==> config.mk <==
export PLATFORM = sky130hd
export DESIGN_NAME = wishbone_multi_arbiter_flat
export DESIGN_NICKNAME = d
export VERILOG_FILES = /design/src/rtl/wishbone_multi_arbiter_pkg.sv /design/src/rtl/wishbone_multi_arbiter_if.sv /design/src/rtl/wishbone_multi_arbiter_pick.sv /design/src/rtl/wishbone_multi_arbiter.sv /design/src/flat_wrapper.sv
export SDC_FILE = /design/constraint.sdc
export NUM_CORES = 1
export LEC_CHECK = 0
export CORE_MARGIN = 3
export CORE_UTILIZATION = 23
export DETAILED_ROUTE_END_ITERATION = 7
export PLACE_DENSITY = 0.8
export SLEW_MARGIN = 20
export SYNTH_ARGS = -nofsm -noshare
export SYNTH_HDL_FRONTEND = slang
export SYNTH_SLANG_ARGS = --single-unit
==> constraint.sdc <==
create_clock -name i_clk -period 1.2 [get_ports i_clk]
set_input_delay 0.24 -clock i_clk [delete_from_list [all_inputs] [get_ports i_clk]]
set_output_delay 0.24 -clock i_clk [all_outputs]
set_load 0.03 [all_outputs]
==> src/rtl/wishbone_multi_arbiter_pkg.sv <==
// Shared constants and types for the N-master Wishbone arbiter.
package wishbone_multi_arbiter_pkg;

  localparam int WB_ARB_MODE_FIXED = 0;
  localparam int WB_ARB_MODE_RR    = 1;

  localparam int WB_ARB_DATA_W = 16;
  localparam int WB_ARB_ADDR_W = 24;
  localparam int WB_ARB_SEL_W  = 2;

  typedef enum logic [0:0] {
    ST_IDLE  = 1'b0,
    ST_OWNED = 1'b1
  } wb_arb_state_e;

  function automatic int wb_arb_wrap_inc(input int idx, input int n);
    if (idx + 1 >= n) begin
      return 0;
    end else begin
      return idx + 1;
    end
  endfunction

endpackage

==> src/rtl/wishbone_multi_arbiter_if.sv <==
// Per-master request bundle and the single shared bus port of the arbiter.
interface wb_arb_masters_if
  import wishbone_multi_arbiter_pkg::*;
#(
  parameter int N_MASTERS = 2,
  parameter int DATA_W    = WB_ARB_DATA_W,
  parameter int ADDR_W    = WB_ARB_ADDR_W,
  parameter int SEL_W     = WB_ARB_SEL_W
);
  logic [N_MASTERS-1:0]        i_m_cyc;
  logic [N_MASTERS-1:0]        i_m_stb;
  logic [N_MASTERS-1:0]        i_m_we;
  logic [N_MASTERS*ADDR_W-1:0] i_m_adr;
  logic [N_MASTERS*DATA_W-1:0] i_m_dat;
  logic [N_MASTERS*SEL_W-1:0]  i_m_sel;
  logic [N_MASTERS-1:0]        i_m_burst4;
  logic [N_MASTERS-1:0]        i_m_burst8;
  logic [N_MASTERS-1:0]        o_m_ack;
  logic [N_MASTERS-1:0]        o_m_err;
  logic [N_MASTERS-1:0]        o_m_rty;

  modport master (
    output i_m_cyc, i_m_stb, i_m_we, i_m_adr, i_m_dat, i_m_sel, i_m_burst4, i_m_burst8,
    input  o_m_ack, o_m_err, o_m_rty
  );

  modport slave (
    input  i_m_cyc, i_m_stb, i_m_we, i_m_adr, i_m_dat, i_m_sel, i_m_burst4, i_m_burst8,
    output o_m_ack, o_m_err, o_m_rty
  );
endinterface

interface wb_arb_bus_if
  import wishbone_multi_arbiter_pkg::*;
#(
  parameter int DATA_W = WB_ARB_DATA_W,
  parameter int ADDR_W = WB_ARB_ADDR_W,
  parameter int SEL_W  = WB_ARB_SEL_W
);
  logic              wb_cyc;
  logic              wb_stb;
  logic              wb_we;
  logic [ADDR_W-1:0] wb_adr;
  logic [DATA_W-1:0] wb_o_dat;
  logic [SEL_W-1:0]  wb_sel;
  logic              wb_4_burst;
  logic              wb_8_burst;
  logic              wb_ack;
  logic              wb_err;
  logic              wb_rty;

  modport master (
    output wb_cyc, wb_stb, wb_we, wb_adr, wb_o_dat, wb_sel, wb_4_burst, wb_8_burst,
    input  wb_ack, wb_err, wb_rty
  );

  modport slave (
    input  wb_cyc, wb_stb, wb_we, wb_adr, wb_o_dat, wb_sel, wb_4_burst, wb_8_burst,
    output wb_ack, wb_err, wb_rty
  );
endinterface

==> src/rtl/wishbone_multi_arbiter_pick.sv <==
// Rotating priority encoder: first set request at or after i_start, wrapping.
module wb_arb_pick
  import wishbone_multi_arbiter_pkg::*;
#(
  parameter  int N     = 2,
  localparam int IDX_W = $clog2(N)
) (
  input  logic [N-1:0]     i_req,
  input  logic [IDX_W-1:0] i_start,
  output logic [N-1:0]     o_onehot,
  output logic [IDX_W-1:0] o_idx,
  output logic             o_valid
);

  int               w_pos;
  logic [IDX_W-1:0] w_j;

  // Scan N positions starting at i_start and keep the first hit
  always_comb begin
    o_onehot = '0;
    o_idx    = '0;
    o_valid  = 1'b0;
    w_pos    = 0;
    w_j      = '0;
    for (int k = 0; k < N; k++) begin
      w_pos = int'(i_start) + k;
      if (w_pos >= N) begin
        w_pos = w_pos - N;
      end else begin
        w_pos = w_pos;
      end
      w_j = IDX_W'(w_pos);
      if (!o_valid && i_req[w_j]) begin
        o_valid       = 1'b1;
        o_idx         = w_j;
        o_onehot[w_j] = 1'b1;
      end else begin
        o_valid = o_valid;
      end
    end
  end

endmodule

==> src/rtl/wishbone_multi_arbiter.sv <==
// N-master Wishbone arbiter: picks an owner, holds it until its cyc drops,
// muxes its request onto the shared bus and routes responses back to it.
module wishbone_multi_arbiter
  import wishbone_multi_arbiter_pkg::*;
#(
  parameter  int N_MASTERS = 2,
  parameter  int DATA_W    = WB_ARB_DATA_W,
  parameter  int ADDR_W    = WB_ARB_ADDR_W,
  parameter  int SEL_W     = WB_ARB_SEL_W,
  parameter  int MODE      = WB_ARB_MODE_FIXED,
  localparam int IDX_W     = $clog2(N_MASTERS)
) (
  input  logic                 i_clk,
  input  logic                 i_rst,
  wb_arb_masters_if.slave      m_if,
  wb_arb_bus_if.master         bus_if,
  output logic [N_MASTERS-1:0] o_grant,
  output logic [IDX_W-1:0]     o_grant_idx,
  output logic                 o_busy
);

  wb_arb_state_e        r_state, w_state_nxt;
  logic [IDX_W-1:0]     r_owner, w_owner_nxt;
  logic [IDX_W-1:0]     r_last,  w_last_nxt;
  logic [N_MASTERS-1:0] r_grant, w_grant_nxt;
  logic [IDX_W-1:0]     w_start;
  logic [N_MASTERS-1:0] w_pick_onehot;
  logic [IDX_W-1:0]     w_pick_idx;
  logic                 w_pick_valid;
  logic [31:0]          w_owner_ext;
  logic                 w_own_cyc;

  // Round robin resumes one past the last grant; fixed priority always scans from 0
  assign w_start = (MODE == WB_ARB_MODE_RR) ? IDX_W'(wb_arb_wrap_inc(int'(r_last), N_MASTERS))
                                            : '0;

  wb_arb_pick #(.N(N_MASTERS)) u_pick (
    .i_req    (m_if.i_m_cyc),
    .i_start  (w_start),
    .o_onehot (w_pick_onehot),
    .o_idx    (w_pick_idx),
    .o_valid  (w_pick_valid)
  );

  // State, owner, last-owner and grant registers
  always_ff @(posedge i_clk) begin
    if (i_rst) begin
      r_state <= ST_IDLE;
      r_owner <= '0;
      r_last  <= IDX_W'(N_MASTERS - 1);
      r_grant <= '0;
    end else begin
      r_state <= w_state_nxt;
      r_owner <= w_owner_nxt;
      r_last  <= w_last_nxt;
      r_grant <= w_grant_nxt;
    end
  end

  // Next owner: hold while the owner keeps cyc, otherwise re-pick in the same edge
  always_comb begin
    w_state_nxt = r_state;
    w_owner_nxt = r_owner;
    w_last_nxt  = r_last;
    w_grant_nxt = r_grant;
    case (r_state)
      ST_IDLE: begin
        if (w_pick_valid) begin
          w_state_nxt = ST_OWNED;
          w_owner_nxt = w_pick_idx;
          w_last_nxt  = w_pick_idx;
          w_grant_nxt = w_pick_onehot;
        end else begin
          w_state_nxt = ST_IDLE;
        end
      end
      ST_OWNED: begin
        if (m_if.i_m_cyc[r_owner]) begin
          w_state_nxt = ST_OWNED;
        end else if (w_pick_valid) begin
          w_state_nxt = ST_OWNED;
          w_owner_nxt = w_pick_idx;
          w_last_nxt  = w_pick_idx;
          w_grant_nxt = w_pick_onehot;
        end else begin
          w_state_nxt = ST_IDLE;
          w_owner_nxt = '0;
          w_grant_nxt = '0;
        end
      end
      default: begin
        w_state_nxt = ST_IDLE;
        w_owner_nxt = '0;
        w_grant_nxt = '0;
      end
    endcase
  end

  assign w_owner_ext = 32'(r_owner);

  // Request mux onto the bus and response routing back to the owner only
  always_comb begin
    w_own_cyc         = 1'b0;
    bus_if.wb_cyc     = 1'b0;
    bus_if.wb_stb     = 1'b0;
    bus_if.wb_we      = 1'b0;
    bus_if.wb_adr     = '0;
    bus_if.wb_o_dat   = '0;
    bus_if.wb_sel     = '0;
    bus_if.wb_4_burst = 1'b0;
    bus_if.wb_8_burst = 1'b0;
    m_if.o_m_ack      = '0;
    m_if.o_m_err      = '0;
    m_if.o_m_rty      = '0;
    if (r_state == ST_OWNED) begin
      w_own_cyc         = m_if.i_m_cyc[r_owner];
      bus_if.wb_cyc     = w_own_cyc;
      bus_if.wb_stb     = m_if.i_m_stb[r_owner];
      bus_if.wb_we      = m_if.i_m_we[r_owner];
      bus_if.wb_adr     = m_if.i_m_adr[w_owner_ext*ADDR_W +: ADDR_W];
      bus_if.wb_o_dat   = m_if.i_m_dat[w_owner_ext*DATA_W +: DATA_W];
      bus_if.wb_sel     = m_if.i_m_sel[w_owner_ext*SEL_W +: SEL_W];
      bus_if.wb_4_burst = m_if.i_m_burst4[r_owner];
      bus_if.wb_8_burst = m_if.i_m_burst8[r_owner];
      m_if.o_m_ack[r_owner] = bus_if.wb_ack & w_own_cyc;
      m_if.o_m_err[r_owner] = bus_if.wb_err & w_own_cyc;
      m_if.o_m_rty[r_owner] = bus_if.wb_rty & w_own_cyc;
    end else begin
      w_own_cyc = 1'b0;
    end
  end

  assign o_grant     = r_grant;
  assign o_grant_idx = r_owner;
  assign o_busy      = (r_state == ST_OWNED);

endmodule

==> src/flat_wrapper.sv <==
// flat-port wrapper written by rule: the top's interface ports become plain ports
module wishbone_multi_arbiter_flat import wishbone_multi_arbiter_pkg::*;
#(
  parameter  int N_MASTERS = 2,
  parameter  int DATA_W    = WB_ARB_DATA_W,
  parameter  int ADDR_W    = WB_ARB_ADDR_W,
  parameter  int SEL_W     = WB_ARB_SEL_W,
  parameter  int MODE      = WB_ARB_MODE_FIXED,
  localparam int IDX_W     = $clog2(N_MASTERS)
)
  (i_clk, i_rst, o_grant, o_grant_idx, o_busy, m_if_i_m_cyc, m_if_i_m_stb, m_if_i_m_we, m_if_i_m_adr, m_if_i_m_dat, m_if_i_m_sel, m_if_i_m_burst4, m_if_i_m_burst8, m_if_o_m_ack, m_if_o_m_err, m_if_o_m_rty, bus_if_wb_cyc, bus_if_wb_stb, bus_if_wb_we, bus_if_wb_adr, bus_if_wb_o_dat, bus_if_wb_sel, bus_if_wb_4_burst, bus_if_wb_8_burst, bus_if_wb_ack, bus_if_wb_err, bus_if_wb_rty);
  wb_arb_masters_if #(.N_MASTERS(N_MASTERS), .DATA_W(DATA_W), .ADDR_W(ADDR_W), .SEL_W(SEL_W)) m_if_i ();
  wb_arb_bus_if #(.DATA_W(DATA_W), .ADDR_W(ADDR_W), .SEL_W(SEL_W)) bus_if_i ();
  input  logic i_clk;
  input  logic i_rst;
  output logic [N_MASTERS-1:0] o_grant;
  output logic [IDX_W-1:0] o_grant_idx;
  output logic o_busy;
  input wire logic [$bits(m_if_i.i_m_cyc)-1:0] m_if_i_m_cyc;
  input wire logic [$bits(m_if_i.i_m_stb)-1:0] m_if_i_m_stb;
  input wire logic [$bits(m_if_i.i_m_we)-1:0] m_if_i_m_we;
  input wire logic [$bits(m_if_i.i_m_adr)-1:0] m_if_i_m_adr;
  input wire logic [$bits(m_if_i.i_m_dat)-1:0] m_if_i_m_dat;
  input wire logic [$bits(m_if_i.i_m_sel)-1:0] m_if_i_m_sel;
  input wire logic [$bits(m_if_i.i_m_burst4)-1:0] m_if_i_m_burst4;
  input wire logic [$bits(m_if_i.i_m_burst8)-1:0] m_if_i_m_burst8;
  output wire logic [$bits(m_if_i.o_m_ack)-1:0] m_if_o_m_ack;
  output wire logic [$bits(m_if_i.o_m_err)-1:0] m_if_o_m_err;
  output wire logic [$bits(m_if_i.o_m_rty)-1:0] m_if_o_m_rty;
  output wire logic [$bits(bus_if_i.wb_cyc)-1:0] bus_if_wb_cyc;
  output wire logic [$bits(bus_if_i.wb_stb)-1:0] bus_if_wb_stb;
  output wire logic [$bits(bus_if_i.wb_we)-1:0] bus_if_wb_we;
  output wire logic [$bits(bus_if_i.wb_adr)-1:0] bus_if_wb_adr;
  output wire logic [$bits(bus_if_i.wb_o_dat)-1:0] bus_if_wb_o_dat;
  output wire logic [$bits(bus_if_i.wb_sel)-1:0] bus_if_wb_sel;
  output wire logic [$bits(bus_if_i.wb_4_burst)-1:0] bus_if_wb_4_burst;
  output wire logic [$bits(bus_if_i.wb_8_burst)-1:0] bus_if_wb_8_burst;
  input wire logic [$bits(bus_if_i.wb_ack)-1:0] bus_if_wb_ack;
  input wire logic [$bits(bus_if_i.wb_err)-1:0] bus_if_wb_err;
  input wire logic [$bits(bus_if_i.wb_rty)-1:0] bus_if_wb_rty;
  assign m_if_i.i_m_cyc = m_if_i_m_cyc;
  assign m_if_i.i_m_stb = m_if_i_m_stb;
  assign m_if_i.i_m_we = m_if_i_m_we;
  assign m_if_i.i_m_adr = m_if_i_m_adr;
  assign m_if_i.i_m_dat = m_if_i_m_dat;
  assign m_if_i.i_m_sel = m_if_i_m_sel;
  assign m_if_i.i_m_burst4 = m_if_i_m_burst4;
  assign m_if_i.i_m_burst8 = m_if_i_m_burst8;
  assign m_if_o_m_ack = m_if_i.o_m_ack;
  assign m_if_o_m_err = m_if_i.o_m_err;
  assign m_if_o_m_rty = m_if_i.o_m_rty;
  assign bus_if_wb_cyc = bus_if_i.wb_cyc;
  assign bus_if_wb_stb = bus_if_i.wb_stb;
  assign bus_if_wb_we = bus_if_i.wb_we;
  assign bus_if_wb_adr = bus_if_i.wb_adr;
  assign bus_if_wb_o_dat = bus_if_i.wb_o_dat;
  assign bus_if_wb_sel = bus_if_i.wb_sel;
  assign bus_if_wb_4_burst = bus_if_i.wb_4_burst;
  assign bus_if_wb_8_burst = bus_if_i.wb_8_burst;
  assign bus_if_i.wb_ack = bus_if_wb_ack;
  assign bus_if_i.wb_err = bus_if_wb_err;
  assign bus_if_i.wb_rty = bus_if_wb_rty;
  wishbone_multi_arbiter #(.N_MASTERS(N_MASTERS), .DATA_W(DATA_W), .ADDR_W(ADDR_W), .SEL_W(SEL_W), .MODE(MODE)) u_core (.i_clk(i_clk), .i_rst(i_rst), .m_if(m_if_i), .bus_if(bus_if_i), .o_grant(o_grant), .o_grant_idx(o_grant_idx), .o_busy(o_busy));
endmodule
==> results of run 1 <==
==> per-stage QoR <==
step | setup TNS, ps | std cells | cell area [um2] | setup slack [ps]
4_1_cts | -18560 | 351 | 3720 | -383
3_5_place_dp | -7990 | 339 | 3090 | -296
3_3_place_gp | -7590 | 339 | 3090 | -283
2_1_floorplan | -4410 | 131 | 1560 | -128
==> synthesized netlist by cell type (all sizes together) <==
master   n  area (um2)
nand2    2        7.51
o31ai    1        7.51
nor2b    1        6.26
nand3    1        10.0
a21oi    1        5.00
buf     11         155
inv      1        3.75
or2b     1        7.51
and3     3        22.5
mux2i   47         470
a31oi    1        6.26
and2     4        25.0
o21ai    1        5.00
clkbuf   1        3.75
dfxtp    3        60.1
nor2    52         195
==> what timing repair did <==
| action | in CTS |
|---|---|
| gates cloned | 3 |
| endpoints found under the hold margin | 0 |
| setup endpoints to repair | 55 |
| buffers inserted | 5 |
| gates resized for setup | 82 |
| pin swaps | 25 |
==> logic make-up after synthesis <==
family	Yosys count
buffers and inverters	13
AND/OR/NAND/NOR	64
AO/OA/AOI/OAI	4
multiplexers	47
flip-flops	3
==> flow_summary.yaml, run 1 <==
synthesis:
  synth-xor-area-share: 0
  ys_seq_elements: 3
  synth_compound_area_frac: 0.0240
  synth-warning-count: 0
  synth_fa_ha_area_frac: 0
  synth.mux.area_fraction: 0.475
  syn_area_um2: 991
  synth_cells: 131
  synth_top_family_by_area: "multiplexers"
  ys_types: 19
  synth-simple-area-share: 0.277
  syn_nets: 230
  postSynthAreaPerCell_um2: 7.56
  ys_seq_area_frac: 0.0606
run_status:
  lastStage: "5_1_grt"
  error: "[ERROR DPL-0033] detailed placement checks failed during check placement."
  status: "stopped before the end"
sta:
  worstEndpointType: "top-level output"
  crit_endpoint: "bus_if_wb_o_dat[7]"
placement:
  place_congestion: 0.829
  numPortBuffers: 155
  dp_hpwl_um: 4050
floorplanning:
  die_h_um: 71.6
  rows: 23
  die_w_um: 71.6
  num_io_pins: 156
  initial_core_util: 0.242
clocking:
  cts_sinks: 3
  htreeDepth: 1
  root_buffer: "clkbuf_8"
  ctsHoldBuffers: 0
  clockBufferDepth: 2
  cts_buffers: 3
global_route:
  grt_max_degree: 14
  antenna_found_initial: 0
==> run 2, diff against run 1 <==
--- a/config.mk
+++ b/config.mk
@@ -8,7 +8,7 @@
 export CORE_MARGIN = 3
 export CORE_UTILIZATION = 23
 export DETAILED_ROUTE_END_ITERATION = 7
-export PLACE_DENSITY = 0.8
+export PLACE_DENSITY_LB_ADDON = 0.15
 export SLEW_MARGIN = 20
 export SYNTH_ARGS = -nofsm -noshare
 export SYNTH_HDL_FRONTEND = slang
==> run 2 against run 1 <==
  * Synthesized area unchanged
  * The flow now finishes, with violations (negative setup slack)
  * Synthesized cell count unchanged
==> flow_summary.yaml, run 2 <==
clocking:
  ctsHoldBuffers: 0
  root_buffer: "clkbuf_8"
  cts_buffers: 3
  clock_latency_ps: 230
  cts_sinks: 3
  htreeDepth: 1
  clockBufferDepth: 2
  cts_tree: "done"
  path_clk_slew_ps: 40
layout:
  area_delta_synth_final_pct: 290
  fin_util: 0.945
  largest_register_ffs: 2
  fin_area_mm2: 0.00386
  finalNetCount: 415
  fin_cells: 365
  mostFrequentLayoutCell: "clkdlybuf4s50_1"
  layout_common_cells: "clkdlybuf4s50_1, buf_6, mux2i_4"
  diodes: 0
  drive_above_1_share: 0.629
synthesis:
  ys_seq_area_frac: 0.0606
  yosysTopAreaCell: "mux2i_1"
  ys_top_cells_by_count: "nor2_1, mux2i_1, and2_1, buf_12, buf_6"
  ys_seq_elements: 3
  synth.most_common_cell: "nor2_1"
  ys_async_sr_fraction: 0
  syn_nets: 230
  yosys-top-cells-area: "mux2i_1, nor2_1, buf_12"
  postSynthAreaPerCell_um2: 7.56
  synth_edf_count: 0
  synth_top_area_share: 0.475
  synth-warning-count: 0
  synth_cells: 131
  ys_types: 19
  syn_area_um2: 991
  synthFlopType: "dfxtp_1"
sta:
  fin_skew_ps: 3.79
  tightest_slew_ps: 294
  hold_violations: 0
  drv_slew: 0
  rsz0062_at_grt: "true"
  finalSetupViolCount: 57
  tns_ps: -22570
  fin_crit_sh: 1.44
  period_minus_slack_ps: 1730
  relSlewSlack: 0.798
  layout_setup_ws_ps: -531
  max_freq_mhz: 578
placement:
  dp_hpwl_um: 4250
  place_inst: 349
  place_congestion: 0.728
  numPortBuffers: 155
  post_dp_cell_area_mm2: 0.00315
run_status:
  status: "complete, but fails checks"
  violations: "negative setup slack"
routing:
  ant_nets: 0
  post-route-drc-count: 0
  vias: 1948
  firstDrtPassIters: 4
  routed_wl_um: 9960
  vias_per_cell: 5.34
  drtIter0Drc: 124
  wl_per_cell_um: 27.3
floorplanning:
  die_h_um: 71.6
  num_io_pins: 156
  initial_core_util: 0.242
  coreArea_mm2: 0.00409
  die_w_um: 71.6
  rows: 23
  die-area_mm2: 0.00513
critical_path:
  cp-end-kind: "output port"
  crit_type: "flip-flop to output port"
  start_kind: "flip-flop"
  critPathMaxFanout: 15
  worstPathArrival_ps: 1490
  crit_required_ps: 960
min_path:
  hp-class: "input pin to flip-flop"
power:
  peakVddDrop_mv: 0.375
  power.leakage_uw: 0.00140
  p_per_area_mw_per_mm2: 578
global_route:
  grt_max_degree: 16
  grt_pass1_wl_um: 12300
  grt_usage: 0.316
  antenna_found_initial: 0
  grt_overflow_total: 0
  grt_pass1_vias: 2142
flow_run:
  maxCapViolations: 0
run 2: kinds of logic after synthesis:
group | share of synthesized area
AO/OA/AOI/OAI | 0.0240
buffers and inverters | 0.164
flip-flops | 0.0606
multiplexers | 0.475
AND/OR/NAND/NOR | 0.277
run 2: critical path, cell delays in order (launching register included):
cell and delay [ps]:
dfxtp_4 420, buf_8 240, mux2i_1 340, nor2_2 90, buf_4 180
run 2: final timing paths:
path,slack [ps],cells past startpoint,startpoint,end
worst max register to register,-90,5,u_core.o_busy,u_core.o_grant[1]
worst max-delay path,-530,4,u_core.o_grant[1],bus_if_wb_cyc
worst min register to register,560,2,u_core.o_grant[0],u_core.o_grant[0]
worst min-delay path,500,4,m_if_i_m_cyc[1],u_core.o_busy
run 2: per-stage QoR:
stage	setup slack, ps	hold slack [ps]	power, uW
2_1_floorplan	-128	299	880
3_3_place_gp	-609	519	1490
3_5_place_dp	-624	538	1500
4_1_cts	-433	543	2040
5_1_grt	-563	530	2300
6_report	-531	504	2230
run 2: routing by layer:
| metal | wire length [um] | vias up | track usage |
|---|---|---|---|
| met5 | 0 | - | 0 |
| met4 | 679 | 0 | 0.119 |
| met3 | 763 | 49 | 0.0785 |
| met2 | 5260 | 174 | 0.615 |
| met1 | 3250 | 906 | 0.316 |
| li1 | - | 819 | - |
run 2: area by class of cell:
cell class / instances / area (um2)
timing repair buffer: 192 / 2030
sequential: 3 / 67.6
multi-input combinational: 115 / 1650
fill: 91 / 224
tap: 50 / 62.6
clock buffer: 4 / 45.0
inverter: 1 / 6.26
run 2: repair_timing:
action / in CTS / in global routing
resized for setup: 159 / 31
buffers inserted: 7 / 3
cloned: 3 / 0
setup endpoints to repair: 55 / 57
pin swaps: 10 / 9
run 2: report_power, final:
group / switching [uW] / internal, uW
clock: 87.8 / 228
combinational: 860 / 939
sequential: 12.6 / 106
(Power assumes the default switching activity.)
==> run 3, diff against run 2 <==
--- a/config.mk
+++ b/config.mk
@@ -6,7 +6,7 @@
 export NUM_CORES = 1
 export LEC_CHECK = 0
 export CORE_MARGIN = 3
-export CORE_UTILIZATION = 23
+export CORE_UTILIZATION = 25
 export DETAILED_ROUTE_END_ITERATION = 7
 export PLACE_DENSITY_LB_ADDON = 0.15
 export SLEW_MARGIN = 20
==> constraint.sdc (replaced) <==
create_clock -name i_clk -period 2.1 [get_ports i_clk]
set_input_delay 0.42 -clock i_clk [delete_from_list [all_inputs] [get_ports i_clk]]
set_output_delay 0.42 -clock i_clk [all_outputs]
set_load 0.03 [all_outputs]
==> run 3 against run 2 <==
  * The flow now finishes without violations
  * Critical path depth unchanged
  * Cell area down 36%
  * Sequential power down 43%
  * First-iteration DRC count down 80%
  * Final cell count down 8.8%
  * Clock skew down 3.6 ps
  * Via count down 25%
  * Power down 64%
  * Non-clock buffer count down 30
  * Sequential cell count unchanged
  * Setup slack better by 730 ps
==> flow_summary.yaml, run 3 (synthesis gave the netlist of run 2 again) <==
layout:
  finalNetCount: 385
  layout_common_cells: "clkdlybuf4s50_1, buf_4, nor2_1"
  fin_area_mm2: 0.00247
  mostFrequentLayoutCell: "clkdlybuf4s50_1"
  diodes: 0
  largest_register_ffs: 2
  area_delta_synth_final_pct: 149
  drive_above_1_share: 0.242
  fin_cells: 333
sta:
  holdWs_ps: 530
  hold_violations: 0
  fin_skew_ps: 0.153
  relSlewSlack: 0.705
  finalSetupViolCount: 0
  rsz0062_at_grt: "false"
  fin_crit_sh: 0.904
  tns_ps: 0
  period_minus_slack_ps: 1900
  drv_slew: 0
  tightest_slew_ps: 441
  max_freq_mhz: 527
critical_path:
  critPathMaxFanout: 25
  worstPathArrival_ps: 1480
  cpPeakStageDelay_ps: 440
  cpLargestDelayFamily: "buffers and inverters"
  start_kind: "flip-flop"
  path_cells: "inv_2, buf_12, nor2_1, buf_12"
  crit_required_ps: 1680
  crit_type: "flip-flop to output port"
  crit_top_cell: "buf_12"
  crit_slowest_cell: "dfxtp_1"
  critPathBufInv: 3
  cp-end-kind: "output port"
clocking:
  clockBufferDepth: 2
  htreeDepth: 1
  ctsHoldBuffers: 0
  cts_sinks: 3
  cts_tree: "done"
  cts_resized: 0
  cts_buffers: 3
  clock_latency_ps: 210
  post-cts-setup-buffer-count: 0
  root_buffer: "clkbuf_8"
  path_clk_slew_ps: 30
global_route:
  use_met1: 0.149
  grt_pass1_vias: 1285
  grt_use_met3: 0.0713
  grt_max_degree: 27
  grt_pass1_wl_um: 5810
  grt_overflow_total: 0
  antenna_found_initial: 0
  met2_usage: 0.321
  busiest_layer: "met2"
  grt_usage: 0.160
power:
  swShare: 0.374
  p_per_area_mw_per_mm2: 329
  peakVddDrop_mv: 0.402
  power.leakage_uw: 0.00106
  p_clk_frac: 0.203
  comb_power_share: 0.715
  p_seq_frac: 0.082
  p_int_uw: 510
  power.switching_uw: 304
routing:
  vias_per_cell: 4.41
  drtIter0Drc: 25
  ant_nets: 0
  wl_per_cell_um: 13.3
  vias: 1469
  routed_wl_um: 4410
  firstDrtPassIters: 2
  post-route-drc-count: 0
floorplanning:
  initial_core_util: 0.265
  die_w_um: 69.0
  coreArea_mm2: 0.00374
  num_io_pins: 156
  die_h_um: 69.0
  die-area_mm2: 0.00476
  rows: 22
placement:
  numPortBuffers: 155
  post_dp_cell_area_mm2: 0.00243
  place_congestion: 0.764
  place_inst: 329
  dp_hpwl_um: 3770
min_path:
  hp-class: "flip-flop to flip-flop"
run_status:
  status: "finished, final reports clean"
flow_run:
  maxCapViolations: 0
run 3: worst paths after layout:
kind / endpoint / slack [ps] / from / cells past startpoint
max: bus_if_wb_o_dat[12] / 200 / u_core.o_busy / 4
min: u_core.o_grant[0] / 530 / u_core.o_grant[0] / 2
max reg2reg: u_core.o_grant[0] / 900 / u_core.o_busy / 3
min reg2reg: u_core.o_grant[0] / 530 / u_core.o_grant[0] / 2
run 3: power by group through the flow:
| stage | Combinational [uW] | Sequential, uW | Clock (uW) |
|---|---|---|---|
| global placement | 583 | 67.6 | 0 |
| finish | 582 | 66.9 | 165 |
| detailed placement | 586 | 67.3 | 0 |
| CTS | 588 | 66.8 | 170 |
| floorplan | 283 | 73.2 | 0 |
| global route | 620 | 67.4 | 179 |
run 3: worst reg2reg max path: cells and delay by family (launching register included):
family	cells	cell delay [ps]
DFF	1	440
buffers and inverters	1	240
AOI/OAI and AO/OA	2	400
run 3: routing by layer:
metal	wire [um]	part of all wire	vias to the layer above
met1	1410	0.32	635
met4	27	0.0061	0
li1	-	-	748
met5	0	0	-
met2	2270	0.51	84
met3	710	0.16	2
run 3: area by class of cell:
class                      count  area [um2]
tap                           48        60.1
timing repair buffer         162        1530
fill                         341        1270
clock buffer                   4        45.0
inverter                       1        3.75
multi-input combinational    115         768
sequential                     3        61.3
run 3: per-stage QoR:
step	util	setup WS, ps	power [uW]
6_report	0.660	201	814
3_5_place_dp	0.648	246	653
2_1_floorplan	-	318	357
4_1_cts	0.660	190	825
5_1_grt	0.660	111	865
3_3_place_gp	0.648	263	650
==> run 4, diff against run 3 <==
--- a/config.mk
+++ b/config.mk
@@ -8,7 +8,9 @@
 export CORE_MARGIN = 3
 export CORE_UTILIZATION = 25
 export DETAILED_ROUTE_END_ITERATION = 7
+export GPL_ROUTABILITY_DRIVEN = 0
 export PLACE_DENSITY_LB_ADDON = 0.15
+export SKIP_CTS_REPAIR_TIMING = 1
 export SLEW_MARGIN = 20
 export SYNTH_ARGS = -nofsm -noshare
 export SYNTH_HDL_FRONTEND = slang
==> results of run 4 <==
No change in the layout: final DEF, timing and power equal those of run 3.
